## src/rtl/hdmi_pkg.sv

```systemverilog
// Shared constants, types and helpers for the HDMI display-side read path.
// Holds default 640x480@60 timing, pipeline depth and colour-bar table.
package hdmi_pkg;

   localparam int DEF_H_ACTIVE = 640;
   localparam int DEF_H_FP     = 16;
   localparam int DEF_H_SYNC   = 96;
   localparam int DEF_H_BP     = 48;
   localparam int DEF_V_ACTIVE = 480;
   localparam int DEF_V_FP     = 10;
   localparam int DEF_V_SYNC   = 2;
   localparam int DEF_V_BP     = 33;
   localparam int DEF_MEM_LINE = DEF_H_ACTIVE / 2;
   localparam logic DEF_SYNC_POL = 1'b0;

   localparam int H_TOTAL = DEF_H_ACTIVE + DEF_H_FP
                          + DEF_H_SYNC + DEF_H_BP;
   localparam int V_TOTAL = DEF_V_ACTIVE + DEF_V_FP
                          + DEF_V_SYNC + DEF_V_BP;
   localparam int RD_LAT  = 3;
   localparam int BAR_W   = 80;

   typedef logic [23:0] rgb_t;

   typedef struct packed {
      logic de;
      logic hs;
      logic vs;
   } vid_ctl_t;

   function automatic rgb_t nib_expand(input logic [11:0] p);
      return {p[11:8], p[11:8], p[7:4], p[7:4], p[3:0], p[3:0]};
   endfunction

   function automatic logic [2:0] bar_idx(input logic [9:0] hc);
      logic [2:0] i;
      i = 3'd0;
      for (int b = 1; b < 8; b++)
         if (hc >= 10'(b * BAR_W)) i = 3'(b);
      return i;
   endfunction

   function automatic rgb_t bar_color(input logic [2:0] i);
      rgb_t c;
      unique case (i)
         3'd0: c = 24'hFFFFFF;
         3'd1: c = 24'hFFFF00;
         3'd2: c = 24'h00FFFF;
         3'd3: c = 24'h00FF00;
         3'd4: c = 24'hFF00FF;
         3'd5: c = 24'hFF0000;
         3'd6: c = 24'h0000FF;
         default: c = 24'h000000;
      endcase
      return c;
   endfunction

endpackage

```

## src/rtl/hdmi_read_ctrl_if.sv

```systemverilog
// Frame-buffer read port plus HDMI encoder video bus.
// master = read controller, slave = buffer/encoder side.
interface hdmi_read_ctrl_if;
   import hdmi_pkg::*;

   logic        HVsync;
   logic        HMemRead;
   logic [18:0] Mem_Read_Add;
   logic [11:0] HDMIdata;
   logic        vid_hsync;
   logic        vid_vsync;
   logic        vid_de;
   rgb_t        vid_data;

   modport master (
      output HVsync, HMemRead, Mem_Read_Add,
      input  HDMIdata,
      output vid_hsync, vid_vsync, vid_de, vid_data
   );

   modport slave (
      input  HVsync, HMemRead, Mem_Read_Add,
      output HDMIdata,
      input  vid_hsync, vid_vsync, vid_de, vid_data
   );

endinterface

```

## src/rtl/video_timing_gen.sv

```systemverilog
// Free-running h/v raster counters with raw active and sync-window decode.
// Sync flags are 1 inside the window regardless of output polarity.
module video_timing_gen
   import hdmi_pkg::*;
#(
   parameter int H_ACTIVE = DEF_H_ACTIVE,
   parameter int H_FP     = DEF_H_FP,
   parameter int H_SYNC   = DEF_H_SYNC,
   parameter int H_BP     = DEF_H_BP,
   parameter int V_ACTIVE = DEF_V_ACTIVE,
   parameter int V_FP     = DEF_V_FP,
   parameter int V_SYNC   = DEF_V_SYNC,
   parameter int V_BP     = DEF_V_BP
) (
   input  logic       Hclk,
   input  logic       rstn,
   output logic [9:0] hcnt,
   output logic       active,
   output logic       v_act,
   output logic       hs,
   output logic       vs,
   output logic       line_end,
   output logic       frame_end
);

   localparam logic [9:0] HA  = 10'(H_ACTIVE);
   localparam logic [9:0] HS0 = 10'(H_ACTIVE + H_FP);
   localparam logic [9:0] HS1 = 10'(H_ACTIVE + H_FP + H_SYNC);
   localparam logic [9:0] HL  = 10'(H_ACTIVE + H_FP + H_SYNC + H_BP - 1);
   localparam logic [9:0] VA  = 10'(V_ACTIVE);
   localparam logic [9:0] VS0 = 10'(V_ACTIVE + V_FP);
   localparam logic [9:0] VS1 = 10'(V_ACTIVE + V_FP + V_SYNC);
   localparam logic [9:0] VL  = 10'(V_ACTIVE + V_FP + V_SYNC + V_BP - 1);

   logic [9:0] vcnt;

   assign line_end  = (hcnt == HL);
   assign frame_end = line_end && (vcnt == VL);
   assign v_act     = (vcnt < VA);
   assign active    = (hcnt < HA) && v_act;
   assign hs        = (hcnt >= HS0) && (hcnt < HS1);
   assign vs        = (vcnt >= VS0) && (vcnt < VS1);

   always_ff @(posedge Hclk or negedge rstn) begin
      if (!rstn) begin
         hcnt <= '0;
         vcnt <= '0;
      end else if (line_end) begin
         hcnt <= '0;
         vcnt <= frame_end ? '0 : vcnt + 10'd1;
      end else begin
         hcnt <= hcnt + 10'd1;
      end
   end

endmodule

```

## src/rtl/hdmi_read_ctrl.sv

```systemverilog
// HDMI read controller: frame-buffer address generation and 3-stage video pipe.
// Define HDMI_TEST_PATTERN_EN to add test_mode and the 8-bar colour pattern.
module hdmi_read_ctrl
   import hdmi_pkg::*;
#(
   parameter int   H_ACTIVE = DEF_H_ACTIVE,
   parameter int   H_FP     = DEF_H_FP,
   parameter int   H_SYNC   = DEF_H_SYNC,
   parameter int   H_BP     = DEF_H_BP,
   parameter int   V_ACTIVE = DEF_V_ACTIVE,
   parameter int   V_FP     = DEF_V_FP,
   parameter int   V_SYNC   = DEF_V_SYNC,
   parameter int   V_BP     = DEF_V_BP,
   parameter int   MEM_LINE = DEF_MEM_LINE,
   parameter logic SYNC_POL = DEF_SYNC_POL
) (
   input logic Hclk,
   input logic rstn,
`ifdef HDMI_TEST_PATTERN_EN
   input logic test_mode,
`endif
   hdmi_read_ctrl_if.master hdmi
);

   logic [9:0]  hcnt;
   logic        active, v_act, hs, vs;
   logic        line_end, frame_end;
   logic [18:0] line_base, rd_addr;
   vid_ctl_t    s1, s2;
   rgb_t        pix;

   video_timing_gen #(
      .H_ACTIVE (H_ACTIVE), .H_FP (H_FP),
      .H_SYNC   (H_SYNC),   .H_BP (H_BP),
      .V_ACTIVE (V_ACTIVE), .V_FP (V_FP),
      .V_SYNC   (V_SYNC),   .V_BP (V_BP)
   ) u_timing (
      .Hclk      (Hclk),
      .rstn      (rstn),
      .hcnt      (hcnt),
      .active    (active),
      .v_act     (v_act),
      .hs        (hs),
      .vs        (vs),
      .line_end  (line_end),
      .frame_end (frame_end)
   );

   // Each stored word feeds two adjacent pixels, hence hcnt/2.
   assign rd_addr = line_base + 19'(hcnt >> 1);

   always_ff @(posedge Hclk or negedge rstn) begin
      if (!rstn)
         line_base <= '0;
      else if (frame_end)
         line_base <= '0;
      else if (line_end && v_act)
         line_base <= line_base + 19'(MEM_LINE);
   end

   always_ff @(posedge Hclk or negedge rstn) begin
      if (!rstn) begin
         hdmi.HMemRead     <= 1'b0;
         hdmi.Mem_Read_Add <= '0;
         hdmi.HVsync       <= 1'b0;
         s1                <= '0;
         s2                <= '0;
      end else begin
         hdmi.HMemRead     <= active;
         hdmi.Mem_Read_Add <= active ? rd_addr : '0;
         hdmi.HVsync       <= v_act;
         s1                <= '{de: active, hs: hs, vs: vs};
         s2                <= s1;
      end
   end

`ifdef HDMI_TEST_PATTERN_EN
   logic [9:0] hc1, hc2;

   always_ff @(posedge Hclk or negedge rstn) begin
      if (!rstn) begin
         hc1 <= '0;
         hc2 <= '0;
      end else begin
         hc1 <= hcnt;
         hc2 <= hc1;
      end
   end

   assign pix = test_mode ? bar_color(bar_idx(hc2))
                          : nib_expand(hdmi.HDMIdata);
`else
   assign pix = nib_expand(hdmi.HDMIdata);
`endif

   always_ff @(posedge Hclk or negedge rstn) begin
      if (!rstn) begin
         hdmi.vid_de    <= 1'b0;
         hdmi.vid_hsync <= ~SYNC_POL;
         hdmi.vid_vsync <= ~SYNC_POL;
         hdmi.vid_data  <= '0;
      end else begin
         hdmi.vid_de    <= s2.de;
         hdmi.vid_hsync <= s2.hs ? SYNC_POL : ~SYNC_POL;
         hdmi.vid_vsync <= s2.vs ? SYNC_POL : ~SYNC_POL;
         hdmi.vid_data  <= s2.de ? pix : '0;
      end
   end

endmodule

```

## src/flat_wrapper.sv

```systemverilog
// flat-port wrapper written by rule: the top's interface ports become plain ports
module hdmi_read_ctrl_flat import hdmi_pkg::*;
#(
   parameter int   H_ACTIVE = DEF_H_ACTIVE,
   parameter int   H_FP     = DEF_H_FP,
   parameter int   H_SYNC   = DEF_H_SYNC,
   parameter int   H_BP     = DEF_H_BP,
   parameter int   V_ACTIVE = DEF_V_ACTIVE,
   parameter int   V_FP     = DEF_V_FP,
   parameter int   V_SYNC   = DEF_V_SYNC,
   parameter int   V_BP     = DEF_V_BP,
   parameter int   MEM_LINE = DEF_MEM_LINE,
   parameter logic SYNC_POL = DEF_SYNC_POL
)
  (Hclk, rstn, hdmi_HVsync, hdmi_HMemRead, hdmi_Mem_Read_Add, hdmi_HDMIdata, hdmi_vid_hsync, hdmi_vid_vsync, hdmi_vid_de, hdmi_vid_data);
  hdmi_read_ctrl_if hdmi_i ();
  input logic Hclk;
  input logic rstn;
  output wire logic [$bits(hdmi_i.HVsync)-1:0] hdmi_HVsync;
  output wire logic [$bits(hdmi_i.HMemRead)-1:0] hdmi_HMemRead;
  output wire logic [$bits(hdmi_i.Mem_Read_Add)-1:0] hdmi_Mem_Read_Add;
  input wire logic [$bits(hdmi_i.HDMIdata)-1:0] hdmi_HDMIdata;
  output wire logic [$bits(hdmi_i.vid_hsync)-1:0] hdmi_vid_hsync;
  output wire logic [$bits(hdmi_i.vid_vsync)-1:0] hdmi_vid_vsync;
  output wire logic [$bits(hdmi_i.vid_de)-1:0] hdmi_vid_de;
  output wire logic [$bits(hdmi_i.vid_data)-1:0] hdmi_vid_data;
  assign hdmi_HVsync = hdmi_i.HVsync;
  assign hdmi_HMemRead = hdmi_i.HMemRead;
  assign hdmi_Mem_Read_Add = hdmi_i.Mem_Read_Add;
  assign hdmi_i.HDMIdata = hdmi_HDMIdata;
  assign hdmi_vid_hsync = hdmi_i.vid_hsync;
  assign hdmi_vid_vsync = hdmi_i.vid_vsync;
  assign hdmi_vid_de = hdmi_i.vid_de;
  assign hdmi_vid_data = hdmi_i.vid_data;
  hdmi_read_ctrl #(.H_ACTIVE(H_ACTIVE), .H_FP(H_FP), .H_SYNC(H_SYNC), .H_BP(H_BP), .V_ACTIVE(V_ACTIVE), .V_FP(V_FP), .V_SYNC(V_SYNC), .V_BP(V_BP), .MEM_LINE(MEM_LINE), .SYNC_POL(SYNC_POL)) u_core (.Hclk(Hclk), .rstn(rstn), .hdmi(hdmi_i));
endmodule
```

## config.mk

```make
export PLATFORM = sky130hd
export DESIGN_NAME = hdmi_read_ctrl_flat
export DESIGN_NICKNAME = d
export VERILOG_FILES = /design/src/rtl/hdmi_pkg.sv /design/src/rtl/hdmi_read_ctrl_if.sv /design/src/rtl/video_timing_gen.sv /design/src/rtl/hdmi_read_ctrl.sv /design/src/flat_wrapper.sv
export SDC_FILE = /design/constraint.sdc
export NUM_CORES = 1
export LEC_CHECK = 0
export ABC_AREA = 1
export CAP_MARGIN = 25
export CELL_PAD_IN_SITES_DETAIL_PLACEMENT = 1
export CELL_PAD_IN_SITES_GLOBAL_PLACEMENT = 2
export CORE_UTILIZATION = 30
export CTS_CLUSTER_SIZE = 16
export DETAILED_ROUTE_END_ITERATION = 8
export DONT_BUFFER_PORTS = 1
export GPL_TIMING_DRIVEN = 0
export PLACE_DENSITY_LB_ADDON = 0.1
export SYNTH_ARGS = -nofsm -noshare
export SYNTH_HDL_FRONTEND = slang
export SYNTH_SLANG_ARGS = --single-unit
```

## constraint.sdc

```tcl
create_clock -name Hclk -period 3.5 [get_ports Hclk]
set_input_delay 1.05 -clock Hclk [delete_from_list [all_inputs] [get_ports Hclk]]
set_output_delay 1.05 -clock Hclk [all_outputs]
set_load 0.03 [all_outputs]
```

==> summary.txt, run 1 <==
Timing
  • Hold slack: 353 ps
  • Final Hold Viols: 0
  • Post-layout minimum cycle time: between 2000 and 2500 ps
  • Final Setup Violations: 0
  • Final Worst Setup Slack: 1370 ps
  • Final setup TNS: 0 ps
  • Transition time at the pin with the least slew margin: 580 ps
  • Slew Viols, Final: 0
  • Relative slew slack: 61.2%
  • Final setup skew: 9.55 ps
  • Max Fclk: 470 MHz
  • Unrepaired setup endpoints after global routing: no
  • Final period util: 60.8%

Run
  • Number of maximum-capacitance constraint violations: 0

Final layout
  • Net count of the finished layout: 475
  • Count of antenna diodes in the layout: 0
  • Most common library cell in the layout ignoring fill and taps: sky130_fd_sc_hd__nand2_1
  • Area grow syn2layout: 12.8%
  • Final cell count without fillers: 604
  • Share of post-route cells with drive strength above 1: between 10% and 20%
  • Layout fillers: 1,434
  • Post-route core utilization: 34.6%
  • Highest-count cells in the layout ignoring fill and taps: sky130_fd_sc_hd__nand2_1 (102), sky130_fd_sc_hd__dfrtp_1 (72), sky130_fd_sc_hd__inv_1 (64)

Outcome
  • Status: finished, final reports clean

Power and ir drop
  • Power Internal: 1.42 mW
  • Leakage power figure: 2.13 nW
  • Part of the total power dissipated in sequential elements: 48.5%
  • Max rail drop VDD: 0.243 mV
  • Power per standard cell area: 438 nW/um2
  • Switching power share of the total: 22.0%
  • Switching power: between 0.4 and 0.5 mW
  • Combinational fraction of design power: under 10%
  • Clock Power Share: 49.8%

Critical path
  • Delay contributed by the slowest stage of the critical path: 520 ps
  • Cell depth of the worst setup path: 1
  • Slack of the worst reg-to-reg path: 1650 ps
  • CP Capture Point: hdmi_vid_data[7]
  • Kind of critical path: reg2out
  • Crit end category: primary output
  • Crit path max-delay cell type: sky130_fd_sc_hd__dfrtp_1
  • Critical register-to-register path startpoint: u_core.line_base[8]
  • Path depth of the worst reg2reg path: 9
  • Cell class contributing the biggest share of worst-path delay: flip-flops
  • Capturing point of the worst reg2reg path: u_core.hdmi.Mem_Read_Add[10]
  • Top fanout value on the critical path: 2
  • Worst Path Required: 2450 ps
  • Worst setup path startpoint: u_core.hdmi.vid_data[7]
  • Buffering stage count on the worst path with inverters included: 1
  • CP Cell Sequence: buf_4
  • Crit path arrival time: 1080 ps
  • Launching element type of the critical path: flip-flop

Synthesis
  • Average size of a mapped cell: 8.37 um2
  • Synth Instances: 441
  • Post-synthesis instance area: approximately 3700 um2
  • Net count of the mapped netlist: 464
  • Number of library cell types mapped by synthesis: 33
  • Flip-flop and latch count after synthesis: 74
  • Sequential element share of the synthesized area: 50.3%
  • Ys Warns: 0

Route
  • Detail-routed net length per standard cell: around 15 um
  • Violation count after the first detailed-routing iteration: 121
  • Final Routed Wirelength: ~9000 um
  • Pre-Repair DR Iteration Count: 4
  • Count of unresolved DRC violations after routing: 0
  • Via count normalized by instance count: approximately 4.7
  • Detail Route Antenna Nets: 0
  • Count of vias placed by the detailed router: about 2,800

Place
  • Pre-CTS WS: 1670 ps
  • RD Place Congestion: approximately 0.72
  • DP HPWL: between 6000 and 7000 um
  • Placed Instances: 588
  • Buffers on Ports: 0

Global routing
  • Total GRT Usage: 15.4%
  • Vias in the first global route: 2,896
  • Global-route wire length before repair: 15,100 um
  • Overall overflow remaining after global route: 0
  • Antenna violations before repair: 0
  • Largest net degree at the start of global routing: 75

Die
  • Effective utilization at floorplan: 30.7%
  • IO Count: 62
  • Placeable core region: 12,000 um2
  • Std cell rows: 40
  • Die extent in y: 113 um
  • Die area: approximately 13,000 um2
  • Die Span X: 113 um

Clock network
  • Depth of the CTS H-tree: 3
  • Clock root buffer: sky130_fd_sc_hd__clkbuf_16
  • Maximum buffer depth of the clock tree: 2
  • Number of clock sinks: 74
  • CTS tree: built
  • Number of setup buffers added after CTS: 0
  • Skew-Pair Late Insertion Delay: 340 ps
  • Number of CTS-inserted buffers: 9
  • Cts repair resizes: 0
  • Hold buffers post-CTS: 0
  • Clock slew at the register clock pins of the worst setup and hold paths: about 60 ps

Min path
  • Launch point of the worst hold path: u_core.s1[0]
  • Worst hold-check path type: reg2reg
metrics by stage:
step / power, mW / area, um2
final: 1.82 / 4160
after global routing: 1.89 / 4160
after CTS: 1.86 / 4160
after detailed placement: 0.932 / 3870
after global placement: 0.932 / 3870
after floorplan: 0.930 / 3690
final cells by class:
type | count | area, um2 | share of cell area [%]
Inverter | 67 | 251 | 6.05
Multi-Input combinational cell | 283 | 1450 | 34.9
Clock buffer | 10 | 229 | 5.50
Clock inverter | 6 | 57.6 | 1.38
Sequential cell | 74 | 1850 | 44.6
Tap cell | 147 | 184 | 4.42
Buffer | 17 | 131 | 3.16
logic make-up (layout without fill, tap and decap cells):
group | count (synthesis) | count (layout) | synth area share [%]
AO/OA/AOI/OAI | 41 | 41 | 5.93
XOR/XNOR | 10 | 10 | 2.37
adder cells (fa/ha/maj) | 9 | 9 | 3.05
buffers and inverters | 84 | 100 | 10.4
flip-flops | 74 | 74 | 50.3
other | 1 | 1 | 0.102
AND/OR/NAND/NOR | 222 | 222 | 27.9
routing by layer:
layer / track usage [%] / share of wire (%)
met1: 21.4 / 52
met5: 0 / 0
met3: 2.79 / 3.4
met2: 23.7 / 43
met4: 6.05 / 1.5
synthesized netlist by cell type (all sizes together):
cell type / n / share of area [%]
buf: 16 / 3.5
a21oi: 15 / 2.0
dfstp: 2 / 1.4
o21ai: 22 / 3.1
o21bai: 1 / 0.20
and2: 1 / 0.17
a21o: 1 / 0.20
xnor2: 3 / 0.71
nor2: 52 / 6.5
nand2: 106 / 11
ha: 9 / 3.1
a211oi: 2 / 0.41
inv: 67 / 6.8
nand4: 14 / 2.4
nor4: 1 / 0.17
nor3: 7 / 0.95
conb: 1 / 0.10
dfrtp: 72 / 49
xor2: 7 / 1.7
nand3b: 3 / 0.61
clkbuf: 1 / 0.10
nand3: 38 / 5.6
state kept, by name (all words and copies together) (netlist names):
signal and flops:
u_core.hdmi.Mem_Read_Add 19, u_core.s1 2, u_core.hdmi.vid_data 12, u_core.u_timing.vcnt 10, u_core.hdmi.vid_de 1, u_core.hdmi.vid_vsync 1
u_core.hdmi.vid_hsync 1, u_core.line_base 13, u_core.hdmi.HMemRead 1, u_core.s2 3, u_core.u_timing.hcnt 10, u_core.hdmi.HVsync 1
how the worst min path moves through the flow:
stage / cells past startpoint / slack, ps / endpoint
floorplan: 0 / 330 / u_core.s2[0]
global placement: 0 / 330 / u_core.s2[1]
detailed placement: 0 / 340 / u_core.s2[1]
CTS: 0 / 360 / u_core.s2[1]
global route: 0 / 370 / u_core.s2[0]
finish: 0 / 350 / u_core.s2[0]
power groups by stage:
stage	logic, mW	clock network [mW]	registers (mW)
floorplan	0.0311	0	0.898
global placement	0.0323	0	0.899
detailed placement	0.0325	0	0.899
CTS	0.0326	0.940	0.884
global route	0.0352	0.971	0.884
finish	0.0323	0.907	0.884
(Power assumes the default switching activity.)
==> run 2, diff against run 1 <==
==> constraint.sdc (replaced) <==
create_clock -name Hclk -period 1.9 [get_ports Hclk]
set_input_delay 0.57 -clock Hclk [delete_from_list [all_inputs] [get_ports Hclk]]
set_output_delay 0.57 -clock Hclk [all_outputs]
set_load 0.03 [all_outputs]
==> run 2 against run 1 <==
The flow now finishes with violations (hold timing). Die area stayed put. Via count is 0.11% higher. Register-to-register slack worse by 1500 ps. Clock-buffer cell count stayed put. First-iteration DRC count is 0.83% higher. Critical path type is now reg2reg.
==> summary.txt, run 2 (same netlist as run 1, synthesis figures left out) <==
Outcome
  • Status: finished with violations
  • Failing checks: hold timing

Clock network
  • Clock root buffer: sky130_fd_sc_hd__clkbuf_16
  • Number of CTS-inserted buffers: 9
  • CTS tree: built
  • Clock slew at the register clock pins of the worst setup and hold paths: 60 ps
  • Number of setup buffers added after CTS: 0
  • Number of clock sinks: 74
  • Maximum buffer depth of the clock tree: 2
  • Depth of the CTS H-tree: 3
  • Skew-Pair Late Insertion Delay: roughly 340 ps

Critical path
  • Kind of critical path: reg2reg
  • Critical register-to-register path startpoint: u_core.line_base[7]
  • Most numerous cell on the critical path: sky130_fd_sc_hd__nand2_1
  • Top fanout value on the critical path: 7
  • Launching element type of the critical path: flip-flop
  • Worst Path Required: 2120 ps
  • CP Cell Sequence: ha_1, nand2_1, nand2_1, nand2_1, nand2_1, inv_1, nand2_2, a21oi_1, nor2_1
  • Slack of the worst reg-to-reg path: 180 ps
  • Path depth of the worst reg2reg path: 9
  • Capturing point of the worst reg2reg path: u_core.hdmi.Mem_Read_Add[12]
  • Crit path arrival time: 1940 ps
  • Crit end category: flip-flop
  • Crit path max-delay cell type: sky130_fd_sc_hd__dfrtp_1
  • Delay contributed by the slowest stage of the critical path: 430 ps

Place
  • Placed Instances: 588
  • Dpl cell area: 3870 um2
  • RD Place Congestion: 0.716
  • DP HPWL: ~6300 um
  • Pre-CTS WS: around 74 ps
  • Buffers on Ports: 0

Final layout
  • Share of post-route cells with drive strength above 1: between 10% and 20%
  • Highest-count cells in the layout ignoring fill and taps: sky130_fd_sc_hd__nand2_1 (101), sky130_fd_sc_hd__dfrtp_1 (72), sky130_fd_sc_hd__inv_1 (64)
  • Top reg by flops: u_core.hdmi.Mem_Read_Add
  • Final cell count without fillers: a little over 600
  • Count of antenna diodes in the layout: 0
  • Net count of the finished layout: 475
  • Post-route core utilization: 34.8%
  • Most common library cell in the layout ignoring fill and taps: sky130_fd_sc_hd__nand2_1
  • Area grow syn2layout: 13.2%
  • Flip-flop count of the largest register after layout: 19
  • Biggest regs: u_core.hdmi.Mem_Read_Add (19), u_core.line_base (13), u_core.hdmi.vid_data (12)
  • Layout fillers: 1,432
  • Total non-filler cell area in the finished layout: 4180 um2

Power and ir drop
  • Leakage power figure: 2.13 nW
  • Max rail drop VDD: between 0.4 and 0.5 mV
  • Power per standard cell area: 804 nW/um2

Timing
  • Final Hold Viols: 72
  • Post-layout minimum cycle time: 1720 ps
  • Final period util: 90.8%
  • Final Worst Setup Slack: 176 ps
  • Unrepaired setup endpoints after global routing: no
  • Hold slack: -75.5 ps
  • Final Setup Violations: 0
  • Final setup TNS: 0 ps
  • Max Fclk: a little under 600 MHz
  • Slew Viols, Final: 0
  • Final setup skew: around 9.6 ps

Global routing
  • Largest net degree at the start of global routing: 75
  • Total GRT Usage: 15.4%
  • Overall overflow remaining after global route: 0
  • Global-route wire length before repair: 15,100 um
  • Antenna violations before repair: 0
  • Vias in the first global route: 2,896

Route
  • Violation count after the first detailed-routing iteration: about 120
  • Via count normalized by instance count: 4.72
  • Detail Route Antenna Nets: 0
  • Count of unresolved DRC violations after routing: 0
  • Pre-Repair DR Iteration Count: 4
  • Count of vias placed by the detailed router: 2,849
  • Detail-routed net length per standard cell: 14.8 um
  • Final Routed Wirelength: 8950 um

Die
  • IO Count: 62
  • Placeable core region: 12,000 um2
  • Die Span X: about 110 um
  • Std cell rows: 40
  • Die area: approximately 13,000 um2
  • Die extent in y: 113 um
  • Effective utilization at floorplan: 30.7%

Run
  • Number of maximum-capacitance constraint violations: 0

Min path
  • Worst hold-check path type: in2async
[run 2: area by class of cell]
class	count	area [um2]	area share, %
plain buffers	17	131	3.14
flip-flops and latches	74	1850	44.4
inverters	67	251	6.02
well taps	147	184	4.40
clock buffers	10	229	5.48
clock inverters	6	57.6	1.38
multi-input cells	283	1470	35.2
[run 2: routing by layer]
metal | vias up | GRT usage, % | wire length (um)
li1 | 1404 | - | -
met1 | 1381 | 21.4 | 4610
met2 | 54 | 23.7 | 3900
met3 | 10 | 2.79 | 304
met4 | 0 | 6.05 | 136
met5 | - | 0 | 0
[run 2: worst max-delay path by stage]
stage,start,end,depth (start not counted)
after floorplan,u_core.line_base[8],u_core.hdmi.Mem_Read_Add[10],9
after global placement,u_core.u_timing.hcnt[7],u_core.hdmi.Mem_Read_Add[10],6
after detailed placement,u_core.line_base[8],u_core.hdmi.Mem_Read_Add[10],9
after CTS,u_core.line_base[8],u_core.hdmi.Mem_Read_Add[10],9
after global routing,u_core.u_timing.hcnt[0],u_core.line_base[10],8
final,u_core.line_base[7],u_core.hdmi.Mem_Read_Add[12],9
[run 2: critical path, delay by kind of cell (launching register included)]
family          cells  cell delay [ps]
compound gates      1              160
fa+ha+maj           1              360
buf+inv             1              150
flops               1              430
simple gates        6              500
[run 2: power breakdown]
part           switching, mW  internal [mW]
registers             0.0376           1.59
logic                 0.0382         0.0213
clock network          0.665           1.01
total                  0.740           2.62
[run 2: per-stage QoR]
step	hold WS (ps)	total power [mW]
2_1_floorplan	274	1.71
3_3_place_gp	276	1.72
3_5_place_dp	276	1.72
4_1_cts	-88.9	3.42
5_1_grt	-89.1	3.48
6_report	-75.5	3.36
[run 2: timing repair]
action,CTS,global route
endpoints found under the hold margin,72,72
setup endpoints to repair,0,6
resized for setup,0,4
==> run 3, diff against run 2 <==
--- a/config.mk
+++ b/config.mk
@@ -6,7 +6,7 @@
 export NUM_CORES = 1
 export LEC_CHECK = 0
 export ABC_AREA = 1
-export CAP_MARGIN = 25
+export CAP_MARGIN = 0
 export CELL_PAD_IN_SITES_DETAIL_PLACEMENT = 1
 export CELL_PAD_IN_SITES_GLOBAL_PLACEMENT = 2
 export CORE_UTILIZATION = 30
==> results of run 3 <==
Same layout as run 2: the final DEF is identical, and so are final timing and power.
